`config.mk`:
```
export PLATFORM = sky130hd
export DESIGN_NAME = apb_master_ctrl
export DESIGN_NICKNAME = d
export VERILOG_FILES = /design/src/rtl/apb_pkg.sv /design/src/rtl/apb_slv_decode.sv /design/src/rtl/apb_master_ctrl.sv
export SDC_FILE = /design/constraint.sdc
export NUM_CORES = 1
export LEC_CHECK = 0
export CAP_MARGIN = 20
export CELL_PAD_IN_SITES_DETAIL_PLACEMENT = 0
export CELL_PAD_IN_SITES_GLOBAL_PLACEMENT = 2
export CORE_MARGIN = 2
export CORE_UTILIZATION = 23
export CTS_BUF_LIST = sky130_fd_sc_hd__clkbuf_8
export DETAILED_ROUTE_END_ITERATION = 16
export GPL_TIMING_DRIVEN = 0
export PLACE_DENSITY_LB_ADDON = 0.1
export SKIP_LAST_GASP = 1
export SYNTH_ARGS = -nofsm -noshare
export SYNTH_HDL_FRONTEND = slang
export SYNTH_SLANG_ARGS = --single-unit
```
`constraint.sdc`:
```
create_clock -name clk -period 2.6 [get_ports clk]
set_input_delay 0.52 -clock clk [delete_from_list [all_inputs] [get_ports clk]]
set_output_delay 0.52 -clock clk [all_outputs]
set_load 0.01 [all_outputs]
```
`src/rtl/apb_pkg.sv`:
```
// apb_pkg: shared types and helpers for the APB4 requester.
//   apb_state_t : requester FSM states (IDLE, SETUP, ACCESS, RESP)
//   apb_resp_t  : completion codes reported on rsp_err
//   idx_width() : width of the slave index field (at least 1 bit)
//   cnt_width() : width of the timeout counter (at least 1 bit)
package apb_pkg;

  typedef enum logic [1:0] {
    IDLE   = 2'd0,
    SETUP  = 2'd1,
    ACCESS = 2'd2,
    RESP   = 2'd3
  } apb_state_t;

  typedef enum logic [1:0] {
    RESP_OKAY    = 2'd0,
    RESP_SLVERR  = 2'd1,
    RESP_TIMEOUT = 2'd2,
    RESP_DECERR  = 2'd3
  } apb_resp_t;

  // A single slave still needs a 1-bit index so that ports keep a legal width.
  function automatic int unsigned idx_width(input int unsigned n);
    return (n > 1) ? $clog2(n) : 1;
  endfunction

  // TIMEOUT = 0 disables the timeout; keep a 1-bit dummy counter in that case.
  function automatic int unsigned cnt_width(input int unsigned t);
    return (t > 0) ? $clog2(t + 1) : 1;
  endfunction

endpackage

```
`src/rtl/apb_slv_decode.sv`:
```
// apb_slv_decode: combinational slave decoder.
//   i_addr  in  ADDR_W   command byte address
//   o_idx   out IDX_W    slave index taken from i_addr[SLV_LSB +: IDX_W] (0 for one slave)
//   o_sel   out NUM_SLV  one-hot select, all zero when out of range
//   o_oor   out 1        index is not a populated slave (non-power-of-two NUM_SLV)
module apb_slv_decode
  import apb_pkg::*;
#(
  parameter int ADDR_W  = 32,
  parameter int NUM_SLV = 4,
  parameter int SLV_LSB = 12,
  localparam int IDX_W  = idx_width(NUM_SLV)
) (
  input  logic [ADDR_W-1:0]  i_addr,
  output logic [IDX_W-1:0]   o_idx,
  output logic [NUM_SLV-1:0] o_sel,
  output logic               o_oor
);

  // One extra bit so NUM_SLV itself is representable (e.g. 16 with a 4-bit index).
  localparam logic [IDX_W:0] NUM_SLV_V = (IDX_W + 1)'(NUM_SLV);

  logic [IDX_W-1:0] w_idx;

  generate
    if (NUM_SLV > 1) begin : g_multi
      assign w_idx = i_addr[SLV_LSB +: IDX_W];
    end else begin : g_single
      assign w_idx = '0;
    end
  endgenerate

  assign o_idx = w_idx;
  assign o_oor = ({1'b0, w_idx} >= NUM_SLV_V);

  genvar gi;
  generate
    for (gi = 0; gi < NUM_SLV; gi++) begin : g_sel
      assign o_sel[gi] = !o_oor && (w_idx == IDX_W'(gi));
    end
  endgenerate

endmodule

```
`src/rtl/apb_master_ctrl.sv`:
```
// apb_master_ctrl: APB4 requester with command/response valid-ready ports.
//   clk, rst_n              clock, asynchronous active-low reset
//   cmd_valid/cmd_ready     command handshake (ready only in IDLE)
//   cmd_write/addr/wdata/strb/prot  command fields
//   rsp_valid/rsp_ready     completion handshake
//   rsp_rdata/rsp_err       read data (0 for writes/errors), response code
//   PADDR..PPROT            APB requester outputs, NUM_SLV one-hot PSEL
//   PRDATA/PREADY/PSLVERR   per-slave completer inputs
// All APB outputs come from registers or decode of the registered state, so
// there is no combinational path from PREADY to the bus.
module apb_master_ctrl
  import apb_pkg::*;
#(
  parameter int ADDR_W  = 32,
  parameter int DATA_W  = 32,
  parameter int NUM_SLV = 4,
  parameter int SLV_LSB = 12,
  parameter int TIMEOUT = 256
) (
  input  logic                      clk,
  input  logic                      rst_n,
  input  logic                      cmd_valid,
  output logic                      cmd_ready,
  input  logic                      cmd_write,
  input  logic [ADDR_W-1:0]         cmd_addr,
  input  logic [DATA_W-1:0]         cmd_wdata,
  input  logic [DATA_W/8-1:0]       cmd_strb,
  input  logic [2:0]                cmd_prot,
  output logic                      rsp_valid,
  input  logic                      rsp_ready,
  output logic [DATA_W-1:0]         rsp_rdata,
  output logic [1:0]                rsp_err,
  output logic [ADDR_W-1:0]         PADDR,
  output logic [NUM_SLV-1:0]        PSEL,
  output logic                      PENABLE,
  output logic                      PWRITE,
  output logic [DATA_W-1:0]         PWDATA,
  output logic [DATA_W/8-1:0]       PSTRB,
  output logic [2:0]                PPROT,
  input  logic [NUM_SLV*DATA_W-1:0] PRDATA,
  input  logic [NUM_SLV-1:0]        PREADY,
  input  logic [NUM_SLV-1:0]        PSLVERR
);

  localparam int IDX_W  = idx_width(NUM_SLV);
  localparam int STRB_W = DATA_W / 8;
  localparam int CNT_W  = cnt_width(TIMEOUT);
  localparam bit TO_EN  = (TIMEOUT != 0);
  // Abort fires in the ACCESS cycle whose count (before increment) is TIMEOUT-1,
  // i.e. on the TIMEOUT-th ACCESS cycle without PREADY.
  localparam logic [CNT_W-1:0] TO_LAST = CNT_W'((TIMEOUT > 0) ? TIMEOUT - 1 : 0);

  apb_state_t          r_state;
  apb_state_t          w_state_next;
  logic [ADDR_W-1:0]   r_paddr;
  logic                r_pwrite;
  logic [DATA_W-1:0]   r_pwdata;
  logic [STRB_W-1:0]   r_pstrb;
  logic [2:0]          r_pprot;
  logic [IDX_W-1:0]    r_idx;
  logic [NUM_SLV-1:0]  r_sel;
  logic [CNT_W-1:0]    r_cnt;
  logic [DATA_W-1:0]   r_rsp_rdata;
  apb_resp_t           r_rsp_err;

  logic [IDX_W-1:0]    w_dec_idx;
  logic [NUM_SLV-1:0]  w_dec_sel;
  logic                w_dec_oor;
  logic                w_hs;
  logic                w_pready;
  logic                w_pslverr;
  logic [DATA_W-1:0]   w_prdata;
  logic                w_timeout_hit;

  apb_slv_decode #(
    .ADDR_W  (ADDR_W),
    .NUM_SLV (NUM_SLV),
    .SLV_LSB (SLV_LSB)
  ) u_decode (
    .i_addr (cmd_addr),
    .o_idx  (w_dec_idx),
    .o_sel  (w_dec_sel),
    .o_oor  (w_dec_oor)
  );

  assign w_hs = cmd_valid && (r_state == IDLE);

  // Only the selected slave's handshake signals count; r_sel is one-hot.
  assign w_pready  = |(PREADY  & r_sel);
  assign w_pslverr = |(PSLVERR & r_sel);

  always_comb begin
    w_prdata = '0;
    for (int k = 0; k < NUM_SLV; k++) begin
      if (r_idx == IDX_W'(k)) begin
        w_prdata = PRDATA[k*DATA_W +: DATA_W];
      end
    end
  end

  assign w_timeout_hit = TO_EN && (r_cnt == TO_LAST);

  // State register
  always_ff @(posedge clk or negedge rst_n) begin
    if (!rst_n) begin
      r_state <= IDLE;
    end else begin
      r_state <= w_state_next;
    end
  end

  // Next-state logic; PREADY has priority over a simultaneous timeout.
  always_comb begin
    w_state_next = r_state;
    case (r_state)
      IDLE: begin
        if (cmd_valid) begin
          w_state_next = w_dec_oor ? RESP : SETUP;
        end
      end
      SETUP: begin
        w_state_next = ACCESS;
      end
      ACCESS: begin
        if (w_pready || w_timeout_hit) begin
          w_state_next = RESP;
        end
      end
      RESP: begin
        if (rsp_ready) begin
          w_state_next = IDLE;
        end
      end
      default: begin
        w_state_next = IDLE;
      end
    endcase
  end

  // Command capture, timeout counter and response capture
  always_ff @(posedge clk or negedge rst_n) begin
    if (!rst_n) begin
      r_paddr     <= '0;
      r_pwrite    <= 1'b0;
      r_pwdata    <= '0;
      r_pstrb     <= '0;
      r_pprot     <= '0;
      r_idx       <= '0;
      r_sel       <= '0;
      r_cnt       <= '0;
      r_rsp_rdata <= '0;
      r_rsp_err   <= RESP_OKAY;
    end else begin
      if (w_hs) begin
        // Bus fields only change here, so they hold across the whole
        // transfer and keep their last values afterwards.
        r_paddr  <= cmd_addr;
        r_pwrite <= cmd_write;
        r_pwdata <= cmd_write ? cmd_wdata : '0;
        r_pstrb  <= cmd_write ? cmd_strb  : '0;
        r_pprot  <= cmd_prot;
        r_idx    <= w_dec_idx;
        r_sel    <= w_dec_sel;
        r_cnt    <= '0;
        if (w_dec_oor) begin
          r_rsp_rdata <= '0;
          r_rsp_err   <= RESP_DECERR;
        end
      end

      if (r_state == ACCESS) begin
        if (w_pready) begin
          r_rsp_err   <= w_pslverr ? RESP_SLVERR : RESP_OKAY;
          r_rsp_rdata <= (!r_pwrite && !w_pslverr) ? w_prdata : '0;
        end else begin
          r_cnt <= r_cnt + 1'b1;
          if (w_timeout_hit) begin
            r_rsp_err   <= RESP_TIMEOUT;
            r_rsp_rdata <= '0;
          end
        end
      end
    end
  end

  // Outputs decoded from registered state
  assign cmd_ready = (r_state == IDLE);
  assign rsp_valid = (r_state == RESP);
  assign rsp_rdata = r_rsp_rdata;
  assign rsp_err   = r_rsp_err;
  assign PSEL      = ((r_state == SETUP) || (r_state == ACCESS)) ? r_sel : '0;
  assign PENABLE   = (r_state == ACCESS);
  assign PADDR     = r_paddr;
  assign PWRITE    = r_pwrite;
  assign PWDATA    = r_pwdata;
  assign PSTRB     = r_pstrb;
  assign PPROT     = r_pprot;

endmodule

```
==> reports/results.tsv, run 1 <==
stage	metric	value	unit
floorplanning	start_util	23.4	%
worst_setup_path	slowest_stage	clkdlybuf4s50_1	
worst_hold_path	min_path_type	register to register	
worst_setup_path	crit_buf_inv	2	
timing	post-route-period-util	94.7	%
place	dp_slack	0.0124	ns
job	max-cap-violations	0	
global_route	antenna_found_initial	2	
routing	ant_nets	0	
cts	clock_sinks	121	
cts	post_cts_buffers	0	
timing	tightestPinTransition	0.680	ns
final_layout	fin_util	40.3	%
timing	fmax	0.406	GHz
floorplanning	die_w	161	um
place	dp_hpwl	15500	um
worst_setup_path	cp-start-kind	register	
synth	ys.flop_type	dfrtp_1	
power	ir_drop	0.487	mV
final_layout	layout-drive-gt1-share	13.8	%
worst_setup_path	cp-end-kind	primary output	
final_layout	syn2layout_area_growth	72.4	%
floorplanning	row_count	57	
cts	clkLatencyLatePin	0.45	ns
synth	synthTopCellsByArea	dfrtp_1, mux4_2, nand2_1, mux2_2, o21ai_0	
cts	htreeDepth	4	
routing	highest_layer	met4	
routing	first_iter_violations	182	
routing	drc	0	
synth	synth.ff_latch_count	121	
synth	synth_seq_area_share	53.3	%
worst_setup_path	path_max_fanout	5	
global_route	grt_max_degree	78	
synth	yosys.cell_count.top_type	dfrtp_1	
timing	layout_setup_ws	0.138	ns
global_route	grt_pass1_vias	5464	
synth	syn_nets	727	
synth	synth-edff-count	0	
power	powerDensity	981	nW/um^2
routing	drt_wl_total	20000	um
global_route	grt_pass1_wl	30600	um
timing	period_minus_slack	2.46	ns
synth	synth_common_cells	dfrtp_1, nand2_1, o21ai_0, inv_1, mux2_2	
worst_setup_path	cp.required	2.08	ns
timing	hold_viol_final	0	
cts	cts_root_buf	clkbuf_8	
cts	cts_tree	yes	
synth	syn_avg_cell_area	11.2	um^2
synth	yosysTopAreaCellShare	53.3	%
floorplanning	die_area	26000	um^2
routing	wl_per_cell	16.8	um
timing	max_slew_margin	54.6	%
routing	via_per_inst	4.24	
synth	yosysUniqueCellTypes	35	
synth	syn_inst	509	
place	portBuffers	323	
cts	cts_buffer_depth	2	
worst_setup_path	worstSetupPathType	register to primary output	
power	p_leak	4.15	nW
routing	dr_wl_met2	9930	um
floorplanning	core-area	24300	um^2
global_route	grtUsageTotal	15.4	%
worst_setup_path	critical_path.max_stage_delay	0.56	ns
global_route	grt_remaining_overflow	0	
routing	met3RoutedLength	1650	um
timing	slew_violations	0	
routing	wl_met1	7920	um
routing	first_pass_iters	4	
synth	yosys_warnings	0	
synth	synth.largest_area_cell	dfrtp_1	
synth	async_reset_ff_share	100	%
timing	setup_viol	0	
synth	syn_area	5680	um^2
worst_setup_path	arrival	1.94	ns
floorplanning	io_pins	325	
routing	vias	5054	
run_status	status	complete, no violations	
worst_setup_path	critPathTopFamily	buffers and inverters	
floorplanning	fp.dieH	161	um
timing	rsz0062_at_grt	false	
cts	path_clk_slew	0.08	ns
place	routabilityCongestion	0.765	
cts	numCtsBuffers	17	
timing	hold_ws	0.485	ns
final_layout	final_nets	1071	
worst_setup_path	crit_chain	inv_1, ha_1, and2_1, clkdlybuf4s50_1	
timing	fin_skew	0.0177	ns
[cell type report]
| class | count | area, um^2 |
|---|---|---|
| fill | 2372 | 14500 |
| timing repair buffer | 325 | 3280 |
| sequential | 121 | 3030 |
| multi-input combinational | 316 | 2370 |
| tap | 324 | 405 |
| clock buffer | 18 | 248 |
| clock inverter | 13 | 179 |
| inverter | 40 | 150 |
| buffer | 32 | 136 |
| antenna | 2 | 5.00 |
[flip-flops by register name, indices dropped and copies added (netlist names), 2 cells and up]
register   cells
r_state        2
PWDATA        32
PADDR         32
r_sel          4
rsp_err        2
rsp_rdata     32
PPROT          3
r_cnt          9
PSTRB          4
[cells by family after synthesis]
family,share of synthesized area (%)
adder cells (fa/ha/maj),1.32
AND/OR/NAND/NOR,10.2
buffers and inverters,5.02
XOR/XNOR,0.154
multiplexers,20.5
AO/OA/AOI/OAI,9.51
flip-flops,53.3
[layer usage]
metal | vias up | track usage, %
met2 | 197 | 26.6
met3 | 21 | 5.73
met1 | 2401 | 17.4
li1 | 2435 | -
met4 | 0 | 5.64
met5 | - | 0
[tightest hold or removal path, stage by stage (launching register included)]
cell,delay [ns]
dfrtp_1,0.35
nand2_1,0.04
o21ai_0,0.06
[power by group]
part	total [W]	internal, W	switching, W
Combinational	0.00469	0.00265	0.00205
Clock	0.00187	0.00106	0.000808
Sequential	0.00305	0.00263	0.000423
Total	0.00961	0.00633	0.00328
[cells in the final DEF, fill, tap and decap left out, types with 8 or more instances in the layout]
cell and n:
buf_2 12, clkbuf_1 17, clkbuf_8 18, clkdlybuf4s50_1 320, dfrtp_1 121, inv_1 41, mux2_2 37, mux4_2 32
nand2_1 114, nor2_1 8, o21ai_0 45, o21ai_1 30
[final timing paths]
check                           start            end  slack, ns  depth (start not counted)
max                        r_state[1]        PSEL[0]       0.14                          4
min                         PWDATA[3]      PWDATA[3]       0.49                          2
max reg2reg                  r_cnt[0]  rsp_rdata[27]       0.30                          8
min reg2reg                 PWDATA[3]      PWDATA[3]       0.49                          2
max in group asynchronous       rst_n     r_state[1]       1.25                          3
min in group asynchronous       rst_n       PPROT[1]       0.57                          2
[per-stage QoR]
step / cell area [um^2] / power (W) / setup TNS (ns) / instances
after detailed placement: 9350 / 0.00791 / 0 / 1157
final: 9800 / 0.00961 / 0 / 1191
after global placement: 9320 / 0.00782 / -478.71 / 1156
after floorplan: 5680 / 0.00537 / 0 / 509
after CTS: 9790 / 0.00983 / 0 / 1189
after global routing: 9800 / 0.0103 / 0 / 1191
[what timing repair did]
item	CTS	global route
endpoints found under the setup margin	0	12
resized for setup	0	4
hold buffers	1	0
hold endpoints to repair	3	0
Power figures use the tool's default switching activity.
==> inputs of run 2 (changes only) <==
CORE_UTILIZATION = 24   (was 23)
SYNTH_HIERARCHICAL = 1   (was default)
==> run 2 against run 1 <==
Net effect: setup slack better by 0.030 ns; flip-flop and latch count increased by 2; worst hold slack worse by 0.0033 ns; synthesized cell count decreased by 4.9%; via count rose by 0.65%; combinational power grew 14%; maximum frequency is 1.2% higher; critical path type unchanged; critical endpoint is now PSEL[1]; largest cell class unchanged.
==> reports/results.tsv, run 2 <==
stage	metric	value	unit
timing	post-route-period-util	93.6	%
floorplanning	fp.dieH	163	um
global_route	grt_remaining_overflow	0	
cts	cts_resized	0	
worst_setup_path	cp-start-kind	register	
worst_setup_path	cp-end-kind	primary output	
place	routabilityCongestion	0.820	
routing	drc	0	
run_status	status	complete, no violations	
routing	via_per_inst	4.34	
global_route	use_met1	18.6	%
synth	synthTopCellsByArea	dfrtp_1, mux4_2, mux2_2, o2bb2ai_2, nand2_1	
synth	yosys_warnings	6	
final_layout	mostFrequentLayoutCells	clkdlybuf4s50_1, dfrtp_1, nand2_1	
final_layout	seqCellArea	3080	um^2
global_route	met2_usage	27.0	%
worst_setup_path	arrival	1.91	ns
global_route	grtUsageTotal	15.9	%
synth	ys.flop_type	dfrtp_1	
routing	drt_wl_total	21200	um
worst_hold_path	min_from	PWDATA[17]	
global_route	use_met3	5.99	%
synth	synth.ff_latch_count	123	
timing	period_minus_slack	2.43	ns
cts	post_cts_buffers	0	
cts	cts_root_buf	clkbuf_8	
worst_hold_path	worstHoldPathCells	2	
cts	cts_tree	yes	
worst_setup_path	critical_path.max_stage_delay	0.47	ns
worst_setup_path	path_max_fanout	5	
global_route	antenna_found_initial	1	
timing	fin_skew	0.0173	ns
worst_hold_path	min_path_type	register to register	
timing	tns	0	ns
floorplanning	io_pins	325	
final_layout	layout-drive-gt1-share	19.7	%
worst_setup_path	worstSetupPathType	register to primary output	
synth	synth.largest_area_cell	dfrtp_1	
worst_setup_path	timing.rr.start	r_cnt[0]	
timing	fmax	0.411	GHz
synth	synth_common_cells	dfrtp_1, nand2_1, mux2_2, o21ai_0, inv_1	
worst_setup_path	ff2ff_setup_slack	0.33	ns
cts	clock_sinks	123	
floorplanning	start_util	24.3	%
floorplanning	core-area	25000	um^2
worst_setup_path	startpoint	r_state[0]	
worst_setup_path	rr_worst_depth	9	
routing	vias	5087	
routing	first_pass_iters	4	
cts	clkLatencyLatePin	0.44	ns
timing	setup_viol	0	
synth	syn_inst	484	
cts	htreeDepth	4	
routing	ant_nets	0	
synth	yosysTopAreaCellShare	50.6	%
power	ir_drop	0.377	mV
synth	syn_area	6080	um^2
synth	syn_nets	702	
worst_setup_path	slowest_stage	clkdlybuf4s50_1	
final_layout	final_nets	1046	
final_layout	finish.instance_area	10100	um^2
worst_setup_path	rr_endpoint	rsp_rdata[22]	
place	dp_hpwl	16600	um
final_layout	syn2layout_area_growth	67.0	%
synth	synth-edff-count	0	
timing	max_slew_margin	43.8	%
cts	numCtsBuffers	17	
global_route	grt_pass1_vias	5450	
cts	holdBufCountCts	1	
floorplanning	die_area	26600	um^2
synth	yosys.cell_count.top_type	dfrtp_1	
final_layout	multiInputGateArea	2640	um^2
routing	first_iter_violations	195	
worst_setup_path	crit_chain	inv_1, ha_1, and2_2, clkdlybuf4s50_1	
place	postPlaceCellArea	9750	um^2
synth	async_reset_ff_share	100	%
final_layout	final_common_cell	clkdlybuf4s50_1	
worst_setup_path	cp.required	2.08	ns
final_layout	nFillCells	2467	
global_route	top_usage_layer	met2	
place	portBuffers	323	
power	p_leak	4.19	nW
routing	wl_per_cell	18.1	um
power	powerDensity	1010	nW/um^2
timing	tightestPinTransition	0.836	ns
timing	slew_violations	0	
timing	rsz0062_at_grt	false	
cts	path_clk_slew	0.07	ns
floorplanning	die_w	163	um
synth	synth_seq_area_share	50.6	%
timing	hold_viol_final	0	
global_route	grt_max_degree	79	
floorplanning	row_count	58	
global_route	grt_pass1_wl	32100	um
cts	cts_buffer_depth	2	
job	max-cap-violations	0	
worst_setup_path	crit_end	PSEL[1]	
synth	yosysUniqueCellTypes	43	
synth	syn_avg_cell_area	12.6	um^2
-- run 2: cell types whose count changed in the layout (fill, tap and decap cells not counted), moves of 4 or more --
| cell | change |
|---|---|
| nor2_1 | -5 |
| nand2_1 | -37 |
| mux2_2 | +5 |
| buf_6 | +7 |
| inv_6 | +5 |
| o21ai_1 | -30 |
| o2bb2ai_2 | +30 |
| buf_2 | -4 |
-- run 2: layer usage --
layer | up-vias | wire [um]
met3 | 11 | 2060
met5 | - | 0
met1 | 2443 | 8490
met4 | 0 | 223
li1 | 2409 | -
met2 | 224 | 10500
-- run 2: critical path: cells and delay by family, from the launching register on --
family	cells	cell delay [ns]
adder cells (fa/ha/maj)	1	0.29
AND/OR/NAND/NOR	1	0.21
buffers and inverters	2	0.60
flip-flops	1	0.38
-- run 2: logic make-up (layout without fill, tap and decap cells) --
kind of cell	count (synthesis)	in the layout	synth area share, %
other	1	2	0.0617
AOI/OAI and AO/OA	98	98	14.6
DFF	123	123	50.6
buffers and inverters	76	433	5.91
and+or+nand+nor	104	104	7.55
adders and majority gates	6	6	1.24
muxes	76	76	20.0
-- run 2: worst min-delay path by stage --
stage	endpoint	slack, ns
detailed placement	PWDATA[17]	0.47
floorplan	PADDR[0]	0.22
global placement	PWDATA[9]	0.46
finish	PWDATA[17]	0.48
CTS	PWDATA[17]	0.49
global route	PWDATA[9]	0.52
-- run 2: power breakdown --
part           switching (W)  internal (W)
logic                0.00232       0.00303
registers           0.000518       0.00272
clock network       0.000851      0.000798
total                0.00369       0.00656
-- run 2: cell type report --
| cell class | instances | area share [%] |
|---|---|---|
| Antenna cell | 1 | 0.0247 |
| Buffer | 35 | 2.02 |
| Clock buffer | 18 | 2.44 |
| Clock inverter | 14 | 1.34 |
| Inverter | 41 | 1.52 |
| Multi-Input combinational cell | 285 | 26.0 |
| Sequential cell | 123 | 30.3 |
| Tap cell | 330 | 4.07 |
| Timing Repair Buffer | 325 | 32.2 |
-- run 2: metrics by stage --
step	utilization, %	total power (W)	std cells	worst slack (ns)	hold slack [ns]
finish	40.5	0.0102	1172	0.168	0.482
global route	40.5	0.0110	1171	0.0412	0.518
CTS	40.5	0.0105	1171	0.108	0.490
detailed placement	39.0	0.00872	1138	-0.0316	0.473
global placement	38.8	0.00866	1137	-4.13	0.463
floorplan	-	0.00598	484	0.610	0.224
==> inputs of run 3 (changes only) <==
CORE_MARGIN = 5   (was 2)
SETUP_SLACK_MARGIN = 0.4   (was default)
==> run 3 against run 2 <==
Net effect: non-clock buffer count increased by 12; maximum frequency increased by 14%; setup slack improved by 0.30 ns; largest cell class unchanged.
==> reports/results.tsv, run 3 (same netlist as run 2, synthesis figures left out) <==
stage	metric	value	unit
run_status	status	complete, no violations	
floorplanning	io_pins	325	
timing	period_minus_slack	2.13	ns
worst_setup_path	worstSetupPathType	register to register	
cts	numCtsBuffers	17	
final_layout	layout-drive-gt1-share	22.4	%
routing	ant_nets	0	
floorplanning	fp.dieH	169	um
cts	cts_root_buf	clkbuf_8	
worst_setup_path	crit_chain	ha_2, and3_4, nand3_4, nor3_2, ha_2, o31a_1, a31oi_4, buf_12, buf_12, buf_12, o2bb2ai_4	
timing	tightestPinTransition	0.712	ns
place	routabilityCongestion	0.897	
worst_setup_path	cp.required	2.96	ns
final_layout	syn2layout_area_growth	71.8	%
worst_setup_path	cp-end-kind	register	
timing	layout_setup_ws	0.468	ns
timing	rsz0062_at_grt	true	
floorplanning	die_area	28600	um^2
worst_setup_path	path_max_fanout	5	
routing	first_iter_violations	205	
global_route	grt_pass1_vias	5797	
floorplanning	start_util	24.3	%
worst_setup_path	critical_path.max_stage_delay	0.39	ns
routing	first_pass_iters	6	
timing	fin_skew	0.0167	ns
final_layout	mostFrequentLayoutCells	clkdlybuf4s50_1, dfrtp_1, nand2_1	
worst_hold_path	min_path_type	input pin to async pin	
timing	slew_violations	0	
job	max-cap-violations	0	
power	ir_drop	0.460	mV
place	dp_hpwl	17900	um
worst_setup_path	cpMostUsedCell	buf_12	
timing	post-route-period-util	82.0	%
cts	cts_buffer_depth	2	
worst_setup_path	arrival	2.49	ns
timing	max_slew_margin	52.6	%
timing	fmax	0.469	GHz
final_layout	final_nets	1058	
final_layout	final_common_cell	clkdlybuf4s50_1	
place	postPlaceCellArea	9750	um^2
routing	vias	5225	
global_route	grt_max_degree	65	
global_route	grt_pass1_wl	34700	um
power	total_power	0.0109	W
cts	htreeDepth	4	
global_route	grtUsageTotal	15.6	%
routing	via_per_inst	4.42	
cts	path_clk_slew	0.08	ns
cts	holdBufCountCts	0	
timing	tns	0	ns
timing	setup_viol	0	
worst_setup_path	slowest_stage	dfrtp_1	
routing	drt_wl_total	22700	um
final_layout	finish.instance_area	10400	um^2
routing	wl_per_cell	19.1	um
floorplanning	core-area	25000	um^2
global_route	antenna_found_initial	2	
cts	clkLatencyLatePin	0.44	ns
timing	hold_viol_final	0	
cts	cts_tree	yes	
floorplanning	die_w	169	um
cts	clock_sinks	123	
routing	drc	0	
worst_setup_path	cp-start-kind	register	
power	powerDensity	1040	nW/um^2
floorplanning	row_count	58	
place	dp_slack	-0.0325	ns
global_route	grt_remaining_overflow	0	
place	portBuffers	323	
power	p_leak	4.34	nW
[run 3: cell types whose count changed in the layout (fill, tap and decap cells not counted), moves of 3 or more]
cell | previous run | this run
buf_12 | 0 | 4
dlygate4sd2_1 | 0 | 5
bufinv_16 | 1 | 5
buf_4 | 3 | 12
ha_1 | 6 | 2
inv_6 | 5 | 1
clkdlybuf4s50_1 | 322 | 316
clkbuf_1 | 17 | 14
[run 3: final timing paths]
path	slack [ns]	depth (start not counted)	endpoint	from
min in group clk	0.48	2	PWDATA[27]	PWDATA[27]
worst max register to register	0.47	11	rsp_rdata[29]	r_cnt[1]
max in group asynchronous	1.81	2	PWDATA[31]	rst_n
worst min register to register	0.48	2	PWDATA[27]	PWDATA[27]
worst min-delay path	0.04	1	rsp_rdata[26]	rst_n
worst max-delay path	0.47	11	rsp_rdata[29]	r_cnt[1]
[run 3: through the flow]
stage | hold slack [ns] | utilization [%] | cells
floorplan | 0.224 | - | 484
global placement | 0.463 | 38.8 | 1137
detailed placement | 0.473 | 39.0 | 1138
CTS | 0.0464 | 41.3 | 1177
global route | 0.0842 | 41.7 | 1183
finish | 0.0449 | 41.7 | 1183
[run 3: where the power goes]
| part | leakage, nW | switching [W] | internal, W | total, W |
|---|---|---|---|---|
| combinational | 2.53 | 0.00242 | 0.00325 | 0.00567 |
| clock | 0.226 | 0.000825 | 0.00114 | 0.00197 |
| sequential | 1.58 | 0.000520 | 0.00272 | 0.00324 |
[run 3: final cells by class]
type | count | area [um^2]
inverters | 41 | 154
clock inverters | 14 | 220
well taps | 330 | 413
fillers | 2425 | 14600
repair buffers | 337 | 3410
flip-flops and latches | 123 | 3080
plain buffers | 35 | 216
diodes | 1 | 2.50
clock buffers | 17 | 234
multi-input cells | 285 | 2710
[run 3: per-layer routing]
metal / vias up / routed length (um) / track usage [%]
met1: 2529 / 8840 / 18.3
met5: - / 7 / 0
met2: 240 / 10900 / 26.3
met3: 26 / 2470 / 6.55
met4: 2 / 402 / 4.34
li1: 2428 / - / -
[run 3: repair_timing]
item | 4_1_cts | 5_1_grt
endpoints found under the hold margin | 0 | 0
setup endpoints to repair | 59 | 73
pin swaps | 1 | 3
setup buffers | 7 | 5
gates resized for setup | 13 | 16
gates cloned | 1 | 0
[run 3: worst max-delay path, delay by kind of cell (launching register included)]
| kind | cells | cell delay, ns |
|---|---|---|
| AOI/OAI and AO/OA | 3 | 0.63 |
| DFF | 1 | 0.39 |
| adders and majority gates | 2 | 0.39 |
| buffers and inverters | 3 | 0.35 |
| and+or+nand+nor | 3 | 0.29 |
